### config.mk
export PLATFORM = sky130hd
export DESIGN_NAME = shiftreg_sipo
export DESIGN_NICKNAME = d
export VERILOG_FILES = /design/src/rtl/shiftreg_pkg.sv /design/src/rtl/sipo_bitcnt.sv /design/src/rtl/shiftreg_sipo.sv
export SDC_FILE = /design/constraint.sdc
export NUM_CORES = 1
export LEC_CHECK = 0
export ABC_AREA = 1
export CELL_PAD_IN_SITES_DETAIL_PLACEMENT = 1
export CELL_PAD_IN_SITES_GLOBAL_PLACEMENT = 2
export CORE_MARGIN = 10
export CORE_UTILIZATION = 27
export CTS_CLUSTER_DIAMETER = 80
export DETAILED_ROUTE_END_ITERATION = 10
export PLACE_DENSITY_LB_ADDON = 0.05
export SLEW_MARGIN = 20
export SYNTH_ARGS = -nofsm -noshare
export SYNTH_HDL_FRONTEND = slang
export SYNTH_SLANG_ARGS = --single-unit
### constraint.sdc
create_clock -name clk -period 1.2 [get_ports clk]
set_input_delay 0.12 -clock clk [delete_from_list [all_inputs] [get_ports clk]]
set_output_delay 0.12 -clock clk [all_outputs]
set_load 0.005 [all_outputs]
### src/rtl/shiftreg_pkg.sv
// shiftreg_pkg: shared types and helpers for the SIPO collector.
// State enum and bit-counter width function.
package shiftreg_pkg;

  typedef enum logic {
    SIPO_IDLE,
    SIPO_SHIFT
  } sipo_state_e;

  function automatic int cnt_w(input int w);
    return $clog2(w + 1);
  endfunction

endpackage

### src/rtl/sipo_bitcnt.sv
// sipo_bitcnt: counts accepted serial bits of one word.
// Wraps to 0 on the final bit so it never stores WIDTH.
module sipo_bitcnt
  import shiftreg_pkg::*;
#(
  parameter int WIDTH = 4
) (
  input  logic                       clk,
  input  logic                       rstb,
  input  logic                       en,
  input  logic                       srst_n,
  input  logic                       clear,
  input  logic                       inc,
  output logic [cnt_w(WIDTH)-1:0]    count,
  output logic                       last
);

  localparam int CW = cnt_w(WIDTH);

  assign last = (count == CW'(WIDTH - 1));

  // bit counter: clear on start, step per accepted bit
  always_ff @(posedge clk or negedge rstb) begin
    if (!rstb) begin
      count <= '0;
    end else if (!srst_n) begin
      count <= '0;
    end else if (en) begin
      if (clear) begin
        count <= '0;
      end else if (inc) begin
        count <= last ? '0 : count + CW'(1);
      end
    end
  end

endmodule

### src/rtl/shiftreg_sipo.sv
// shiftreg_sipo: LSB-first serial-in/parallel-out word collector.
// Define SHIFTREG_SIPO_OVF_EN to build the sticky overflow flag.
module shiftreg_sipo
  import shiftreg_pkg::*;
#(
  parameter int WIDTH = 4
) (
  input  logic             clk,
  input  logic             rstb,
  input  logic             en,
  input  logic             rst_mmm_i,
  input  logic             start_i,
  input  logic             bit_vld_i,
  input  logic             bit_i,
  input  logic             ready_i,
  output logic [WIDTH-1:0] word_o,
  output logic             valid_o,
  output logic             busy_o,
  output logic             ovf_o
);

  localparam int CW = cnt_w(WIDTH);

  sipo_state_e      state_q;
  sipo_state_e      state_d;
  logic [WIDTH-1:0] sr_q;
  logic [WIDTH-1:0] sr_d;
  logic [WIDTH-1:0] word_q;
  logic [WIDTH-1:0] word_d;
  logic             valid_q;
  logic             valid_d;
  logic             accept;
  logic             done;
  logic [CW-1:0]    cnt;
  logic             last;
  logic [1:0]       dbg_unused;

  sipo_bitcnt #(
    .WIDTH(WIDTH)
  ) u_bitcnt (
    .clk   (clk),
    .rstb  (rstb),
    .en    (en),
    .srst_n(rst_mmm_i),
    .clear (start_i),
    .inc   (accept),
    .count (cnt),
    .last  (last)
  );

  // sr[0] is shifted out unread; cnt is only needed for last
  assign dbg_unused = {^cnt, sr_q[0]};

  // next state, shift data and handshake
  always_comb begin
    state_d = state_q;
    sr_d    = sr_q;
    word_d  = word_q;
    valid_d = valid_q;
    accept  = 1'b0;
    done    = 1'b0;
    unique case (state_q)
      SIPO_IDLE: begin
        if (start_i) begin
          state_d = SIPO_SHIFT;
          sr_d    = '0;
        end
      end
      SIPO_SHIFT: begin
        if (start_i) begin
          sr_d = '0;
        end else if (bit_vld_i) begin
          accept = 1'b1;
          sr_d   = {bit_i, sr_q[WIDTH-1:1]};
          if (last) begin
            done    = 1'b1;
            word_d  = {bit_i, sr_q[WIDTH-1:1]};
            state_d = SIPO_IDLE;
          end
        end
      end
      default: state_d = SIPO_IDLE;
    endcase
    if (done) begin
      valid_d = 1'b1;
    end else if (valid_q && ready_i) begin
      valid_d = 1'b0;
    end
  end

  // state and datapath registers
  always_ff @(posedge clk or negedge rstb) begin
    if (!rstb) begin
      state_q <= SIPO_IDLE;
      sr_q    <= '0;
      word_q  <= '0;
      valid_q <= 1'b0;
    end else if (!rst_mmm_i) begin
      state_q <= SIPO_IDLE;
      sr_q    <= '0;
      word_q  <= '0;
      valid_q <= 1'b0;
    end else if (en) begin
      state_q <= state_d;
      sr_q    <= sr_d;
      word_q  <= word_d;
      valid_q <= valid_d;
    end
  end

`ifdef SHIFTREG_SIPO_OVF_EN
  logic ovf_q;

  // sticky: set when an unacked word is overwritten
  always_ff @(posedge clk or negedge rstb) begin
    if (!rstb) begin
      ovf_q <= 1'b0;
    end else if (!rst_mmm_i) begin
      ovf_q <= 1'b0;
    end else if (en && done && valid_q && !ready_i) begin
      ovf_q <= 1'b1;
    end
  end

  assign ovf_o = ovf_q;
`else
  assign ovf_o = 1'b0;
`endif

  assign word_o  = word_q;
  assign valid_o = valid_q;
  assign busy_o  = (state_q == SIPO_SHIFT);

endmodule
== Word level (Yosys, flattened, before mapping) ==
Cells that the tools add are included.

* Register bits after elaboration: 13
* Word-level logic and storage cells: 57

* $add $sub $neg: 1
* Eq/ne operators: 10
* Muxes and demuxes: 35
* Bitwise gates (word level): 1
* Reduce and logical (&&, ||, !) cells: 5

{| class="wikitable"
|+ Operators by type and width
! operator !! number
|-
| 4-bit 2-to-1 mux || 11
|-
| 1-bit 2-to-1 mux || 17
|-
| 3-bit 2-to-1 mux || 5
|-
| 4-bit one-hot mux with 2 select lines || 1
|-
| 2-bit by 1-bit inequality test with 1-bit output (second input constant) || 3
|-
| 3-bit by 1-bit inequality test with 1-bit output (second input constant) || 2
|-
| 5-bit AND reduction || 1
|-
| 2-bit inequality test (second input constant) || 2
|-
| 4-bit inequality test (second input constant) || 1
|-
| 2-bit AND reduction || 2
|-
| 3-bit by 1-bit adder with 3-bit output (second input constant) || 1
|-
| 3-bit by 2-bit == test with 1-bit output (second input constant) || 1
|-
| 3-bit inequality test (second input constant) || 1
|-
| 3-bit AND reduction || 1
|-
| 1-bit one-hot mux with 2 select lines || 1
|-
| 1-bit logical AND || 1
|-
| 1-bit NOT || 1
|}

== Longest topological paths before layout ==
Gate-level depths: netlist of the first run.

* Word-level depth: 8
* Mapped depth: 7
* Depth with buffers taken out: 6

== By module ==
Synthesis of the first run repeated with hierarchy kept, for this count alone.

* Cell total of the unflattened synthesis: 96
* Area, all modules: 671.9 um^2

{| class="wikitable"
|+ Modules (own cells, without submodules)
! module !! instances !! cells an instance !! area each (um^2) !! seq. area each (um^2)
|-
| shiftreg_sipo || 1 || 67 || 476.7 || 225.2
|-
| sipo_bitcnt || 1 || 29 || 195.2 || 75.1
|}

== Worst setup path after synthesis of the first run ==
Ideal clock, no wire load.

* Path kind: register to register
* Start point: register u_bitcnt.count[0]
* End point: register word_q[0] (netlist: word_o[0])
* Setup time: 66 ps
* Arrival time: 1033 ps
* Path slack: 102 ps
* Cell stages (with the launch flop): 6
* Path buffers: 0
* Cells stage by stage: dfrtp_1 > ha_1 > nand4_1 > nor2_1 > nand3_1 > nand2_1

* Cells in the longest elaborated chain, start to end: 3

{| class="wikitable"
|+ RTL lines
! element !! line !! source
|-
| start: declaration || sipo_bitcnt.sv:14 || <nowiki>output logic [cnt_w(WIDTH)-1:0] count,</nowiki>
|-
| start signal: assignment || sipo_bitcnt.sv:32 || <nowiki>count <= last ? '0 : count + CW'(1);</nowiki>
|-
| 3-bit by 2-bit == test with 1-bit output || sipo_bitcnt.sv:20 || <nowiki>assign last = (count == CW'(WIDTH - 1));</nowiki>
|-
| 2-bit by 1-bit inequality test with 1-bit output (no source line) || - ||
|-
| 5-bit AND reduction (no source line) || - ||
|-
| end signal: assignment || shiftreg_sipo.sv:106 || <nowiki>word_q <= word_d;</nowiki>
|-
| end: declaration || shiftreg_sipo.sv:28 || <nowiki>logic [WIDTH-1:0] word_q;</nowiki>
|}

Every way passes these cells.
A chain may end at the register's enable or synchronous reset.

== Worst setup path in the final report of the first run ==
* Start point: register u_bitcnt.count[1]
* End point: register word_q[2] (netlist: word_o[2])

The elaborated chain is that of the path after synthesis.

==> results of run 1 <==
## flip-flops by register name, summed over array words and instances, names as in the netlist
signal	count
busy_o	1
sr_q	3
u_bitcnt.count	3
valid_o	1
word_o	4
## cells by family (layout without fill, tap and decap cells)
| group | count (synthesis) | count (layout) |
|---|---|---|
| AND/OR/NAND/NOR | 41 | 41 |
| other | 1 | 1 |
| buffers and inverters | 9 | 42 |
| flip-flops | 12 | 12 |
| AO/OA/AOI/OAI | 8 | 8 |
| adder cells (fa/ha/maj) | 1 | 1 |
## layout make-up
class / count / area, µm²
sequential: 12 / 300
tap: 28 / 35.0
fill: 286 / 1230
multi-input combinational: 51 / 303
timing repair buffer: 32 / 282
clock buffer: 4 / 36.3
inverter: 6 / 22.5
## synth_stat cells
library cell | number | area share (%)
buf_6 | 1 | 1.8
inv_1 | 5 | 3.0
inv_2 | 1 | 0.60
dfrtp_1 | 12 | 48
nor3_1 | 1 | 0.80
nand3_1 | 13 | 10
o21ai_2 | 5 | 7.0
buf_4 | 1 | 1.2
o21bai_1 | 1 | 1.2
nor2_1 | 4 | 2.4
conb_1 | 1 | 0.60
nor2_4 | 1 | 1.8
a21oi_1 | 1 | 0.80
o21ai_0 | 1 | 0.80
nand2_1 | 14 | 8.4
ha_1 | 1 | 2.0
nand4_1 | 1 | 1.0
nand2_2 | 6 | 6.0
buf_2 | 1 | 0.80
nand3b_1 | 1 | 1.2
## where the power goes
| part | total (mW) | switching (mW) | internal (mW) | leakage (nW) |
|---|---|---|---|---|
| clock | 0.328 | 0.144 | 0.184 | 0.0210 |
| sequential | 0.420 | 0.00762 | 0.413 | 0.166 |
| combinational | 0.156 | 0.0717 | 0.0840 | 0.316 |
## worst max-delay path, delay by kind of cell, from the launching register on
family / cells / cell delay [ps]
flip-flops: 1 / 400
adder cells (fa/ha/maj): 1 / 160
AND/OR/NAND/NOR: 4 / 400
buffers and inverters: 1 / 120
## stage by stage
stage	utilization, %	TNS, ps	hold WS (ps)	area [µm²]
after floorplan	-	0	-176	624
after global placement	39.6	-1060	446	876
after detailed placement	39.6	-1100	447	876
after CTS	42.3	0	145	935
after global routing	44.2	-33.1	158	978
final	44.2	0	155	978
## routing by layer
layer	share of wire, %	vias up	track usage [%]	routed length (µm)
met4	0.54	0	2.26	9
met5	0	-	0	0
met3	7.4	2	3.26	123
met2	47	8	11.7	784
met1	45	269	9.23	755
li1	-	301	-	-
## worst min path at each step
stage | depth (start not counted) | slack [ps] | endpoint
after floorplan | 0 | -180 | busy_o$_DFFE_PN0P_
after global routing | 2 | 160 | busy_o$_DFFE_PN0P_
after CTS | 2 | 150 | busy_o$_DFFE_PN0P_
final | 2 | 150 | word_o[2]$_DFFE_PN0P_
after detailed placement | 2 | 450 | busy_o$_DFFE_PN0P_
after global placement | 2 | 450 | busy_o$_DFFE_PN0P_
## repair_timing
item,CTS,global route
pin swaps,0,6
setup buffers,4,2
endpoints found under the setup margin,6,7
gates resized for setup,6,6
hold buffers,0,0
==> results_dict.tcl, run 1 <==
set metrics [dict create \
    synth_fp_nets 81 \
    core_area_um2 2210 \
    reg2reg_depth 6 \
    max_freq_mhz 885 \
    wire_per_inst_um 12.6 \
    path_cells "ha_4 -> nand4_1 -> nor2_2 -> buf_6 -> nand3_1 -> nand2_1" \
    grt_pass1_vias 612 \
    holdCritPathClass "input port to asynchronous set/reset pin" \
    synthCells 72 \
    place_ws_ps -120 \
    r2r_slack_ps 70 \
    cts_buffers 3 \
    muxShareOfSynthArea_pct 0 \
    clockBufferDepth 2 \
    dr.pass1.iters 2 \
    dp_hpwl_um 1270 \
    p_leak_nw 0.503 \
    overflow 0 \
    die_w_um 68.1 \
    vias 580 \
    ys_seq_elements 12 \
    synth_cell_types 20 \
    ant_nets 0 \
    die_area_um2 4640 \
    worst_path_max_delay_cell "dfrtp_1" \
    yosys.area_share.simple_pct 32.1 \
    io_buffers 13 \
    peakVddDrop_v 0.000563 \
    layout_common_cells "buf_4, nand2_1, dfrtp_1" \
    area_growth_pct 56.7 \
    cts_tree "done" \
    timing.rr.end "word_o[2]$_DFFE_PN0P_" \
    antenna_found_initial 0 \
    avgSynthCellArea_um2 8.67 \
    grt_max_degree 13 \
    globalRouteTotalUtil_pct 7.55 \
    rows 17 \
    drt-initial-drc-count 16 \
    setup_ws_ps 70.4 \
    power_density_nw_per_um2 924 \
    drive_gt1_share_pct 38.1 \
    cts_root_buf "clkbuf_4" \
    clk_latency_ps 270 \
    n_antenna_cell 0 \
    vias_per_cell 4.36 \
    crit_end "word_o[2]$_DFFE_PN0P_" \
    gp_congestion 0.772 \
    r2r-start "u_bitcnt.count[1]$_DFFE_PN0P_" \
    critPathLaunch "u_bitcnt.count[1]$_DFFE_PN0P_" \
    endpoint_kind "register" \
    slew_viol_final 0 \
    drv_cap 0 \
    drc 0 \
    cp.arrival_ps 1340 \
    syn_area_um2 624 \
    dpl.cell_count 123 \
    cp.required_ps 1410 \
    clkTransAtPathRegs_ps 80 \
    initial_core_util_pct 28.2 \
    hold_viol 0 \
    slowest_delay_ps 400 \
    total_power_mw 0.904 \
    synth_seq_area_share_pct 48.1 \
    setup_violations 0 \
    synth_compound_gate_area_share_pct 9.82 \
    critical_path_class "register to register" \
    synth_top_family_by_area "simple AND/OR/NAND/NOR gates" \
    synth-xor-area-share_pct 0 \
    fp.dieH_um 68.1 \
    synthAdderAreaFrac_pct 2.00 \
    fin_crit_sh_pct 94.1 \
    finalWirelength_um 1670 \
    rsz0062_at_grt "true" \
    cts.sinks 12 \
    status "finished clean" \
    start_kind "register" \
    yosysWarnings 0 \
    period_minus_slack_ps 1130 \
    stdcell_count 133 \
    mostFrequentLayoutCell "buf_4" \
    fin_nets 115 \
    path_max_fanout 5 \
    ios 15 \
    grt_pass1_wl_um 2730 \
    fin_worst_skew_ps 1.16 \
    htreeDepth 1 \
]
Note: power is estimated with default switching activity, not from simulation.
==> inputs of run 2 (changes only) <==
--- a/config.mk
+++ b/config.mk
@@ -9,7 +9,7 @@
 export CELL_PAD_IN_SITES_DETAIL_PLACEMENT = 1
 export CELL_PAD_IN_SITES_GLOBAL_PLACEMENT = 2
 export CORE_MARGIN = 10
-export CORE_UTILIZATION = 27
+export CORE_UTILIZATION = 29
 export CTS_CLUSTER_DIAMETER = 80
 export DETAILED_ROUTE_END_ITERATION = 10
 export PLACE_DENSITY_LB_ADDON = 0.05
==> constraint.sdc (replaced) <==
create_clock -name clk -period 1.4 [get_ports clk]
set_input_delay 0.14 -clock clk [delete_from_list [all_inputs] [get_ports clk]]
set_output_delay 0.14 -clock clk [all_outputs]
set_load 0.005 [all_outputs]
==> results_dict.tcl, run 2 (same netlist as run 1, synthesis figures left out) <==
set metrics [dict create \
    placed_area_um2 815 \
    start_kind "register" \
    p_sw_share_pct 24.4 \
    drive_gt1_share_pct 25.3 \
    total_power_mw 0.747 \
    cts.sinks 12 \
    status "finished clean" \
    fp.dieH_um 66.4 \
    hold-worst-slack_ps 160 \
    gp_congestion 0.688 \
    p_leak_nw 0.405 \
    pwr-share-clk_pct 37.2 \
    mostFrequentLayoutCell "nand2_1" \
    crit_buf_inv 1 \
    r2r_slack_ps 150 \
    htreeDepth 1 \
    slew_viol_final 0 \
    final_area_um2 853 \
    largest_reg_flops 4 \
    critPathLaunch "busy_o$_DFFE_PN0P_" \
    n_antenna_cell 0 \
    area_growth_pct 36.7 \
    hold_viol 0 \
    overflow 0 \
    met2_usage_pct 12.0 \
    die_area_um2 4410 \
    cts-hold-fix-buffers 0 \
    rsz0062_at_grt "false" \
    cp.required_ps 1260 \
    antenna_found_initial 0 \
    p_sw_mw 0.182 \
    drt-initial-drc-count 12 \
    io_buffers 13 \
    wire_per_inst_um 13.1 \
    setup_violations 0 \
    globalRouteTotalUtil_pct 8.01 \
    max_freq_mhz 747 \
    fin_crit_sh_pct 95.6 \
    cts_setup_buffers 0 \
    critical_path_class "register to output port" \
    timing.rr.end "word_o[1]$_DFFE_PN0P_" \
    clockBufferDepth 2 \
    met3_usage_pct 3.39 \
    grt_pass1_wl_um 2720 \
    vias 528 \
    fin_nets 101 \
    initial_core_util_pct 31.2 \
    drv_cap 0 \
    comb_power_share_pct 14.5 \
    cts_buffers 3 \
    finalWirelength_um 1550 \
    fin_util_pct 42.6 \
    slowest_delay_ps 530 \
    dr.pass1.iters 4 \
    layout_common_cells "nand2_1, nand3_1, clkdlybuf4s50_1" \
    clkTransAtPathRegs_ps 80 \
    fin_worst_skew_ps 5.24 \
    power_density_nw_per_um2 876 \
    p_int_mw 0.565 \
    cts_tree "done" \
    dpl.cell_count 114 \
    seqPwrFrac_pct 48.3 \
    stdcell_count 118 \
    ios 15 \
    critPathTopFamily "buffers and inverters" \
    path_cells "clkdlybuf4s50_1" \
    endpoint_kind "output port" \
    clk_latency_ps 270 \
    cts_root_buf "clkbuf_4" \
    cp.arrival_ps 1200 \
    drc 0 \
    holdCritPathClass "input port to asynchronous set/reset pin" \
    ant_nets 0 \
    peakVddDrop_v 0.000440 \
    reg2reg_depth 5 \
    dp_hpwl_um 1220 \
    vias_per_cell 4.47 \
    r2r-start "u_bitcnt.count[0]$_DFFE_PN0P_" \
    grt_max_degree 13 \
    path_max_fanout 4 \
    worst_path_max_delay_cell "clkdlybuf4s50_1" \
    rows 16 \
    die_w_um 66.4 \
    grt_pass1_vias 566 \
    core_area_um2 2000 \
    gr-usage-met1_pct 9.57 \
    top_usage_layer "met2" \
    period_minus_slack_ps 1340 \
]
[run 2: final cells by class]
cell class                 count  area [µm²]
fill                         242        1150
sequential                    12         300
multi-input combinational     51         280
timing repair buffer          18         180
clock buffer                   4        36.3
tap                           27        33.8
inverter                       6        22.5
[run 2: worst max-delay path by stage]
stage	end	cells after the start	slack [ps]
after floorplan	word_o[0]$_DFFE_PN0P_	5	300
after global placement	word_o[1]$_DFFE_PN0P_	6	-10
after detailed placement	word_o[1]$_DFFE_PN0P_	6	-6
after CTS	busy_o	1	50
after global routing	word_o[2]$_DFFE_PN0P_	5	20
final	busy_o	1	60
[run 2: power groups by stage]
| stage | clock network [mW] | logic [mW] | registers, mW |
|---|---|---|---|
| after floorplan | 0 | 0.0510 | 0.366 |
| after global placement | 0 | 0.109 | 0.368 |
| after detailed placement | 0 | 0.109 | 0.368 |
| after CTS | 0.289 | 0.110 | 0.361 |
| after global routing | 0.307 | 0.121 | 0.362 |
| final | 0.278 | 0.108 | 0.361 |
[run 2: stage by stage]
step	setup slack, ps	setup TNS [ps]
2_1_floorplan	302	0
3_3_place_gp	-11.4	-16.4
3_5_place_dp	-6.38	-6.38
4_1_cts	53.6	0
5_1_grt	15.5	0
6_report	61.1	0
[run 2: worst register-to-register path, cell delays in order (launching register included)]
cell and delay [ps]:
dfrtp_1 390, ha_1 240, nand4_1 160, nor2_2 220, nand3_1 110, nand2_1 80
[run 2: per-layer routing]
metal	share of wire (%)	wire, µm	up-vias
met5	0	0	-
met4	1.5	24	0
met3	6.1	94	4
li1	-	-	273
met1	50	770	241
met2	43	661	10
[run 2: what timing repair did]
action                                  in CTS  in global routing
gates resized for setup                      0                  1
endpoints found under the setup margin       0                  5
hold endpoints to repair                     0                  0
==> inputs of run 3 (changes only) <==
--- a/config.mk
+++ b/config.mk
@@ -9,9 +9,10 @@
 export CELL_PAD_IN_SITES_DETAIL_PLACEMENT = 1
 export CELL_PAD_IN_SITES_GLOBAL_PLACEMENT = 2
 export CORE_MARGIN = 10
-export CORE_UTILIZATION = 29
+export CORE_UTILIZATION = 30
 export CTS_CLUSTER_DIAMETER = 80
 export DETAILED_ROUTE_END_ITERATION = 10
+export DONT_BUFFER_PORTS = 1
 export PLACE_DENSITY_LB_ADDON = 0.05
 export SLEW_MARGIN = 20
 export SYNTH_ARGS = -nofsm -noshare
==> results_dict.tcl, run 3 (same netlist as run 1, synthesis figures left out) <==
set metrics [dict create \
    cp.arrival_ps 1410 \
    reg2reg_depth 5 \
    path_max_fanout 5 \
    grt_max_degree 15 \
    dpl.cell_count 96 \
    cts_setup_buffers 0 \
    die_w_um 65.6 \
    final_area_um2 699 \
    r2r_slack_ps 190 \
    wire_per_inst_um 14.5 \
    place_ws_ps 101 \
    fp.dieH_um 65.6 \
    whs_path_depth 2 \
    antenna_found_initial 0 \
    worstHoldEndpoint "word_o[2]$_DFFE_PN0P_" \
    layout_common_cells "nand2_1, nand3_1, dfrtp_1" \
    drv_cap 0 \
    n_antenna_cell 0 \
    dp_hpwl_um 1160 \
    stdcell_count 103 \
    hold_viol 0 \
    drc 0 \
    hold-worst-slack_ps 15.4 \
    clockBufferDepth 2 \
    fin_crit_sh_pct 86.4 \
    ios 15 \
    drt-initial-drc-count 43 \
    vias 486 \
    setup_ws_ps 190 \
    endpoint_kind "register" \
    die_area_um2 4310 \
    cts_buffers 3 \
    placed_area_um2 634 \
    cp.required_ps 1600 \
    mostFrequentLayoutCell "nand2_1" \
    max_freq_mhz 826 \
    slew_headroom_pct 62.5 \
    setup_violations 0 \
    fin_worst_skew_ps 7.69 \
    status "finished clean" \
    grt_pass1_wl_um 2550 \
    rows 16 \
    p_leak_nw 0.336 \
    rsz0062_at_grt "false" \
    fillerInstances 255 \
    cts_root_buf "clkbuf_4" \
    path_cells "ha_1 -> nand4_1 -> nor2_2 -> nand3_1 -> nand2_1" \
    timing.rr.end "word_o[0]$_DFFE_PN0P_" \
    period_minus_slack_ps 1210 \
    slowest_delay_ps 380 \
    fin_nets 87 \
    initial_core_util_pct 31.8 \
    cts.sinks 12 \
    fin_util_pct 35.7 \
    drive_gt1_share_pct 22.4 \
    r2r-start "u_bitcnt.count[0]$_DFFE_PN0P_" \
    vias_per_cell 4.72 \
    dr.pass1.iters 2 \
    overflow 0 \
    largest_reg_flops 4 \
    grt_pass1_vias 494 \
    total_power_mw 0.632 \
    worst_path_max_delay_cell "dfrtp_1" \
    start_kind "register" \
    cts_tree "done" \
    fin_setup_tns_ps 0 \
    area_growth_pct 12.0 \
    tightestPinTransition_ps 561 \
    peakVddDrop_v 0.000323 \
    ant_nets 0 \
    globalRouteTotalUtil_pct 7.68 \
    power_density_nw_per_um2 903 \
    gp_congestion 0.736 \
    core_area_um2 1960 \
    slew_viol_final 0 \
    clkTransAtPathRegs_ps 80 \
    io_buffers 0 \
    critical_path_class "register to register" \
    finalWirelength_um 1490 \
    htreeDepth 1 \
    holdCritPathClass "input port to register" \
    hp-start "rst_mmm_i" \
    clk_latency_ps 270 \
]
-- run 3: area by class of cell --
type                            count  area [µm²]  area share [%]
Sequential cell                    12         300            42.9
Multi-Input combinational cell     51         280            40.1
Timing Repair Buffer                4        40.0            5.72
Tap cell                           27        33.8            4.83
Clock buffer                        3        22.5            3.22
Inverter                            6        22.5            3.22
-- run 3: how the worst max path moves through the flow --
stage / from / to / slack [ps] / cells past startpoint
6_report: u_bitcnt.count[0]$_DFFE_PN0P_ / word_o[0]$_DFFE_PN0P_ / 190 / 5
5_1_grt: u_bitcnt.count[0]$_DFFE_PN0P_ / word_o[2]$_DFFE_PN0P_ / 30 / 6
4_1_cts: u_bitcnt.count[0]$_DFFE_PN0P_ / word_o[0]$_DFFE_PN0P_ / 70 / 5
3_5_place_dp: u_bitcnt.count[0]$_DFFE_PN0P_ / word_o[0]$_DFFE_PN0P_ / 100 / 5
3_3_place_gp: u_bitcnt.count[0]$_DFFE_PN0P_ / word_o[0]$_DFFE_PN0P_ / 160 / 5
2_1_floorplan: u_bitcnt.count[0]$_DFFE_PN0P_ / word_o[0]$_DFFE_PN0P_ / 300 / 5
-- run 3: metal layers --
metal	wire length, µm	global-route usage [%]	vias to the layer above
li1	-	-	245
met1	706	9.90	228
met2	635	9.54	11
met3	133	4.07	2
met4	16	4.81	0
met5	0	0	-
-- run 3: report_power, final --
part           switching (mW)  internal, mW  total [mW]
Clock                   0.109        0.0993       0.208
Sequential            0.00706         0.354       0.361
Combinational          0.0386        0.0246      0.0631
Total                   0.154         0.478       0.632
-- run 3: critical path: cells and delay by family, from the launching register on --
kind	cells	cell delay (ps)
simple gates	4	530
flops	1	380
fa+ha+maj	1	220
-- run 3: repair_timing --
item                                    4_1_cts  5_1_grt
hold buffers                                  4        0
endpoints found under the hold margin        14        0
resized for setup                             0        1
endpoints found under the setup margin        0        5
